## config.mk

```make
export PLATFORM = sky130hd
export DESIGN_NAME = obstacle_follower
export DESIGN_NICKNAME = d
export VERILOG_FILES = /design/src/rtl/obstacle_follower.sv
export SDC_FILE = /design/constraint.sdc
export NUM_CORES = 1
export LEC_CHECK = 0
export CORE_MARGIN = 2
export CORE_UTILIZATION = 54
export CTS_CLUSTER_DIAMETER = 200
export CTS_CLUSTER_SIZE = 20
export DETAILED_ROUTE_END_ITERATION = 7
export DONT_BUFFER_PORTS = 1
export GPL_TIMING_DRIVEN = 0
export PLACE_DENSITY = 0.67
export SYNTH_ARGS = -nofsm -noshare
export SYNTH_HDL_FRONTEND = slang
export SYNTH_SLANG_ARGS = --single-unit
```

## constraint.sdc

```tcl
create_clock -name clk_i -period 2.8 [get_ports clk_i]
set_clock_uncertainty 0.1 [all_clocks]
set_input_delay 0.56 -clock clk_i [delete_from_list [all_inputs] [get_ports clk_i]]
set_output_delay 0.56 -clock clk_i [all_outputs]
set_load 0.02 [all_outputs]
```

## src/rtl/obstacle_follower.sv

```systemverilog
// Single falling obstacle: scrolls down on move_followers, bounces horizontally on its own
// tick counter, respawns at the top with an LFSR-chosen column, and flags player collisions.
module obstacle_follower #(
  parameter int          SCREEN_WIDTH  = 640,
  parameter int          SCREEN_HEIGHT = 480,
  parameter int          MOVE_AMT      = 2,
  parameter int          OBS_W         = 32,
  parameter int          OBS_H         = 16,
  parameter int          PLAYER_W      = 16,
  parameter int          PLAYER_H      = 16,
  parameter int          INIT_X        = 304,
  parameter int          INIT_Y        = 0,
  parameter int          H_SPEED       = 50000,
  parameter int          H_STEP        = 1,
  parameter logic [7:0]  SEED          = 8'hA5
) (
  input  logic       clk_i,
  input  logic       reset_i,
  input  logic       move_followers_i,
  input  logic [9:0] player_x_i,
  input  logic [9:0] player_y_i,
  input  logic [9:0] hpos_i,
  input  logic [9:0] vpos_i,
  output logic [9:0] obs_x_o,
  output logic [9:0] obs_y_o,
  output logic       obs_dir_o,
  output logic       respawn_o,
  output logic       obs_on_o,
  output logic       hit_o
);

  localparam int               HW    = (H_SPEED > 2) ? $clog2(H_SPEED) : 1;
  localparam logic [HW-1:0]    HMAX  = HW'(H_SPEED - 1);
  localparam logic [10:0]      XMAX  = 11'(SCREEN_WIDTH - OBS_W);

  logic [9:0]    obs_x_q, obs_x_d;
  logic [9:0]    obs_y_q, obs_y_d;
  logic          obs_dir_q, obs_dir_d;
  logic          respawn_q, respawn_d;
  logic          obs_on_q, obs_on_d;
  logic          hit_q, hit_d;
  logic [HW-1:0] hctr_q, hctr_d;
  logic [7:0]    lfsr_q, lfsr_d;

  logic [7:0]    lfsr_next;
  logic          h_tick;
  logic          wrap;
  logic          overlap;
  logic [10:0]   obs_x_w, obs_y_w, player_x_w, player_y_w, hpos_w, vpos_w;

  always_ff @(posedge clk_i) begin
    if (!reset_i) begin
      obs_x_q   <= 10'(INIT_X);
      obs_y_q   <= 10'(INIT_Y);
      obs_dir_q <= 1'b0;
      respawn_q <= 1'b0;
      obs_on_q  <= 1'b0;
      hit_q     <= 1'b0;
      hctr_q    <= '0;
      lfsr_q    <= SEED;
    end else begin
      obs_x_q   <= obs_x_d;
      obs_y_q   <= obs_y_d;
      obs_dir_q <= obs_dir_d;
      respawn_q <= respawn_d;
      obs_on_q  <= obs_on_d;
      hit_q     <= hit_d;
      hctr_q    <= hctr_d;
      lfsr_q    <= lfsr_d;
    end
  end

  // All box tests are done one bit wider so that right/bottom edges never overflow.
  assign obs_x_w    = {1'b0, obs_x_q};
  assign obs_y_w    = {1'b0, obs_y_q};
  assign player_x_w = {1'b0, player_x_i};
  assign player_y_w = {1'b0, player_y_i};
  assign hpos_w     = {1'b0, hpos_i};
  assign vpos_w     = {1'b0, vpos_i};

  assign lfsr_next = {lfsr_q[6:0], lfsr_q[7] ^ lfsr_q[5] ^ lfsr_q[4] ^ lfsr_q[3]};
  assign h_tick    = (hctr_q == HMAX);
  assign wrap      = (obs_y_w + 11'(MOVE_AMT)) >= 11'(SCREEN_HEIGHT);
  assign overlap   = (player_x_w < obs_x_w + 11'(OBS_W)) && (obs_x_w < player_x_w + 11'(PLAYER_W)) &&
                     (player_y_w < obs_y_w + 11'(OBS_H)) && (obs_y_w < player_y_w + 11'(PLAYER_H));

  // Motion is frozen once the player has been hit; respawn takes priority over the bounce.
  always_comb begin
    obs_x_d   = obs_x_q;
    obs_y_d   = obs_y_q;
    obs_dir_d = obs_dir_q;
    respawn_d = 1'b0;
    hctr_d    = hctr_q;
    lfsr_d    = lfsr_q;
    obs_on_d  = (hpos_w >= obs_x_w) && (hpos_w < obs_x_w + 11'(OBS_W)) &&
                (vpos_w >= obs_y_w) && (vpos_w < obs_y_w + 11'(OBS_H));
    hit_d     = hit_q | overlap;
    if (!hit_q) begin
      hctr_d = h_tick ? '0 : hctr_q + 1'b1;
      if (h_tick) begin
        if (!obs_dir_q) begin
          if (obs_x_w + 11'(H_STEP) > XMAX) begin
            obs_x_d   = XMAX[9:0];
            obs_dir_d = 1'b1;
          end else begin
            obs_x_d = obs_x_q + 10'(H_STEP);
          end
        end else begin
          if (obs_x_w < 11'(H_STEP)) begin
            obs_x_d   = '0;
            obs_dir_d = 1'b0;
          end else begin
            obs_x_d = obs_x_q - 10'(H_STEP);
          end
        end
      end
      if (move_followers_i) begin
        if (wrap) begin
          obs_y_d   = '0;
          lfsr_d    = lfsr_next;
          obs_x_d   = {1'b0, lfsr_next, 1'b0};
          obs_dir_d = lfsr_next[0];
          respawn_d = 1'b1;
        end else begin
          obs_y_d = obs_y_q + 10'(MOVE_AMT);
        end
      end
    end
  end

  assign obs_x_o   = obs_x_q;
  assign obs_y_o   = obs_y_q;
  assign obs_dir_o = obs_dir_q;
  assign respawn_o = respawn_q;
  assign obs_on_o  = obs_on_q;
  assign hit_o     = hit_q;

endmodule

```

==> summary.txt <==
Synthesis
  – Synthesized instance count: between 500 and 600
  – Mapped Area: roughly 4500 µm²
  – Mux cell area share after synthesis: less than 1%
  – Synth Flop Type: dfxtp_1
  – EDFF count, synth: 0
  – Fraction of registers with async set/reset: 0%
  – Syn Nets: 665
  – Syn Area/Cell: between 8 and 9 µm²
  – #FFs+latches synth: 47
  – Largest family of logic cells by synthesized area: compound AO/OA/AOI/OAI gates
  – Sequential element share of the synthesized area: between 20% and 30%
  – Synth Area in Adders: about a fifth
  – Post-synthesis xor/xnor area fraction: between 8 and 9%
  – Simple-Gate Fraction of Synth Area: roughly a fifth
  – Yosys Warn Count: 0
  – Compound-Gate Fraction of Synth Area: about 23%
  – Post-synthesis cell type count: 67

Global routing
  – First-pass GRT wire length: 18900 µm
  – Vias in the first global route: between 3000 and 4000
  – Total grt overflow: 0
  – Initial antenna violation count: 0
  – Largest net degree at the start of global routing: 16
  – Gr usage total: 26.2%

CTS
  – CTS Buffer Depth: 2
  – CTS root buffer: clkbuf_8
  – TritonCTS clock tree: yes
  – Worst-Skew Late Latency: just over 0.3 ns
  – CTS H-tree lvls: 2
  – CTS clk-pin slew, worst paths: 0.10 ns
  – CTS Hold Bufs: 0
  – Clk sinks: 47
  – Number of buffers created by CTS: 5

Routing
  – Vias per Instance: just over 6
  – WL/cell: 17.3 µm
  – Antenna viol nets, final: 0
  – DR vias: 4049
  – Routed wire length: 11400 µm
  – Drt drc: 0
  – Initial detailed-routing violation count: around 240
  – DR pass1 iterations: 5

Timing
  – Tmin final: 2.71 ns
  – Rel. slew slack: approximately three fifths
  – Max Transition Viols Final: 0
  – RSZ-0062 raised after global routing: yes
  – Final hold violations: 0
  – Final period util: a little over nine tenths
  – Least-Margin Pin Slew: 0.588 ns
  – Max Clk Rate: about 370 MHz
  – Final WS setup: 0.0930 ns
  – Finish-stage setup viols: 0

Floorplanning
  – Die area: slightly above 9000 µm²
  – Num ports: 67
  – Die width: approximately 95 µm
  – Die height: roughly 95 µm
  – Core area: 8130 µm²
  – Initial Utilization: 55.2%
  – Site Rows: 33

Final layout
  – Sequential cell area: between 900 and 1000 µm²
  – Antenna cells: 0
  – Finished layout cell area: between 4000 and 5000 µm²
  – Area of the multi-input gates: roughly 3400 µm²
  – Layout area overhead: 7.55%
  – Util after Layout: 59.4%
  – Layout cells sized above 1: 12.4%
  – Fill cell count: 750
  – NumNets Final: between 600 and 700

Power and ir drop
  – Pint: between 0.9 and 1 mW
  – Switch Pwr: approximately 0.44 mW
  – Clock network fraction of total power: between 20 and 30%
  – Switching portion of total power: a little under a third
  – Combinational power share: between 20% and 30%
  – Cell Pwr Density: between 200 and 300 nW/µm²
  – Peak VDD IR: about 0.24 mV
  – Static Leak: 1.95 nW
  – Reg power frac: 50.7%

Placed design
  – Place WS: -0.261 ns
  – Placed Area: around 4600 µm²
  – Detail Placement HPWL: ~9000 µm
  – IO buf count: 0
  – GPL Wtd Cong: 0.887

Worst setup path
  – Kind of critical path: register to register
  – Crit-path max FO: 8
  – Crit. End Element: register
  – WP data required: slightly below 3 ns
  – Critical path arrival: between 2 and 3 ns
  – Startpoint types: register

Flow run
  – Max_cap viols: 0

Outcome
  – Outcome: finished clean

Hold path
  – Hold Path Class: input port to register
[placed cells by master (no fill, tap or decap), drive strengths merged, types with 4 or more instances in the layout]
cell / netlist / layout
o211ai: 8 / 8
nand4: 9 / 9
xnor2: 28 / 28
o2111ai: 5 / 5
ha: 74 / 74
a21o: 9 / 9
nand2: 40 / 40
and4: 5 / 5
xor2: 15 / 15
inv: 34 / 34
a31oi: 5 / 5
a21oi: 34 / 34
nand3: 28 / 28
buf: 15 / 16
nor2: 40 / 40
o21a: 9 / 9
nor4: 5 / 5
nor2b: 9 / 9
o21ai: 29 / 29
a211oi: 9 / 9
clkbuf: 6 / 12
and3: 17 / 17
o31ai: 5 / 5
o221ai: 4 / 4
or3: 5 / 5
nor3: 14 / 14
a2111oi: 5 / 5
dfxtp: 47 / 47
[path summary, 6_finish.rpt]
kind / slack, ns / to / cells past startpoint / from
max: 0.09 / hit_o / 10 / obs_y_o[6]
min: 0.33 / obs_x_o[4] / 3 / reset_i
max reg2reg: 0.09 / hit_o / 10 / obs_y_o[6]
min reg2reg: 0.37 / lfsr_q[1] / 2 / lfsr_q[1]
[registers in the layout, indices dropped and copies added (netlist names)]
name / cells
hctr_q: 16
obs_x_o: 10
obs_y_o: 9
lfsr_q: 8
hit_o: 1
obs_dir_o: 1
obs_on_o: 1
respawn_o: 1
[critical path, stage by stage (launching register included)]
cell,delay (ns)
dfxtp_2,0.42
clkbuf_4,0.22
and4_1,0.26
nand2_1,0.11
xnor2_2,0.18
ha_1,0.31
a2111oi_2,0.37
o21ai_1,0.15
o211ai_1,0.13
nand3_1,0.09
o41ai_1,0.27
[metal layers]
| metal | vias to the layer above | wire, µm | track usage [%] |
|---|---|---|---|
| li1 | 2027 | - | - |
| met1 | 1859 | 5000 | 32.9 |
| met2 | 142 | 5420 | 44.7 |
| met3 | 21 | 679 | 4.03 |
| met4 | 0 | 337 | 10.6 |
| met5 | - | 0 | 0 |
[power by group through the flow]
stage	clock network [mW]	registers, mW	logic [mW]
floorplan	0	0.731	0.221
global placement	0	0.739	0.273
detailed placement	0	0.740	0.286
CTS	0.419	0.725	0.293
global route	0.446	0.729	0.341
finish	0.407	0.724	0.297
[final cells by class]
| cell class | instances | area share (%) |
|---|---|---|
| buffer | 21 | 2.85 |
| clock buffer | 5 | 1.42 |
| clock inverter | 3 | 0.414 |
| inverter | 36 | 2.87 |
| multi-input combinational | 444 | 69.5 |
| sequential | 47 | 19.9 |
| tap | 105 | 2.72 |
| timing repair buffer | 2 | 0.311 |
[metrics by stage]
| step | total power [mW] | cells | TNS [ns] | hold slack (ns) |
|---|---|---|---|---|
| after detailed placement | 1.03 | 653 | -0.945 | 0.362 |
| after CTS | 1.44 | 663 | 0 | 0.329 |
| after floorplan | 0.952 | 548 | 0 | 0.337 |
| final | 1.43 | 663 | 0 | 0.329 |
| after global placement | 1.01 | 653 | -0.728 | 0.347 |
| after global routing | 1.52 | 663 | -0.0131 | 0.355 |
[synthesized netlist by cell type, types with 7 or more instances]
cell       n  area share (%)
buf_2      8            0.89
dfxtp_1   47              21
nand4_1    9             1.3
o21ai_0   29             3.2
and3_1    14             1.9
xnor2_1   28             5.5
a211oi_1   8             1.3
nand2_1   39             3.3
a21oi_1   34             3.8
inv_1     34             2.8
nor2b_1    9             1.3
xor2_1    15             2.9
a21o_1     9             1.5
o211ai_1   7             1.2
nand3_1   26             2.9
nor3_1    14             1.6
nor2_1    39             3.3
ha_1      74              21
o21a_1     9             1.5
[repair_timing]
item | CTS | global route
endpoints found under the setup margin | 9 | 19
pin swaps | 1 | 2
gates resized for setup | 18 | 19
buffers inserted | 2 | 0
[logic make-up (layout without fill, tap and decap cells)]
group / Yosys count / after routing
and+or+nand+nor: 179 / 179
AOI/OAI and AO/OA: 145 / 145
adders and majority gates: 74 / 74
buffers and inverters: 57 / 67
DFF: 47 / 47
xor gates and xnor gates: 43 / 43
muxes: 2 / 2
other: 1 / 1
Note: power is estimated with default switching activity, not from simulation.
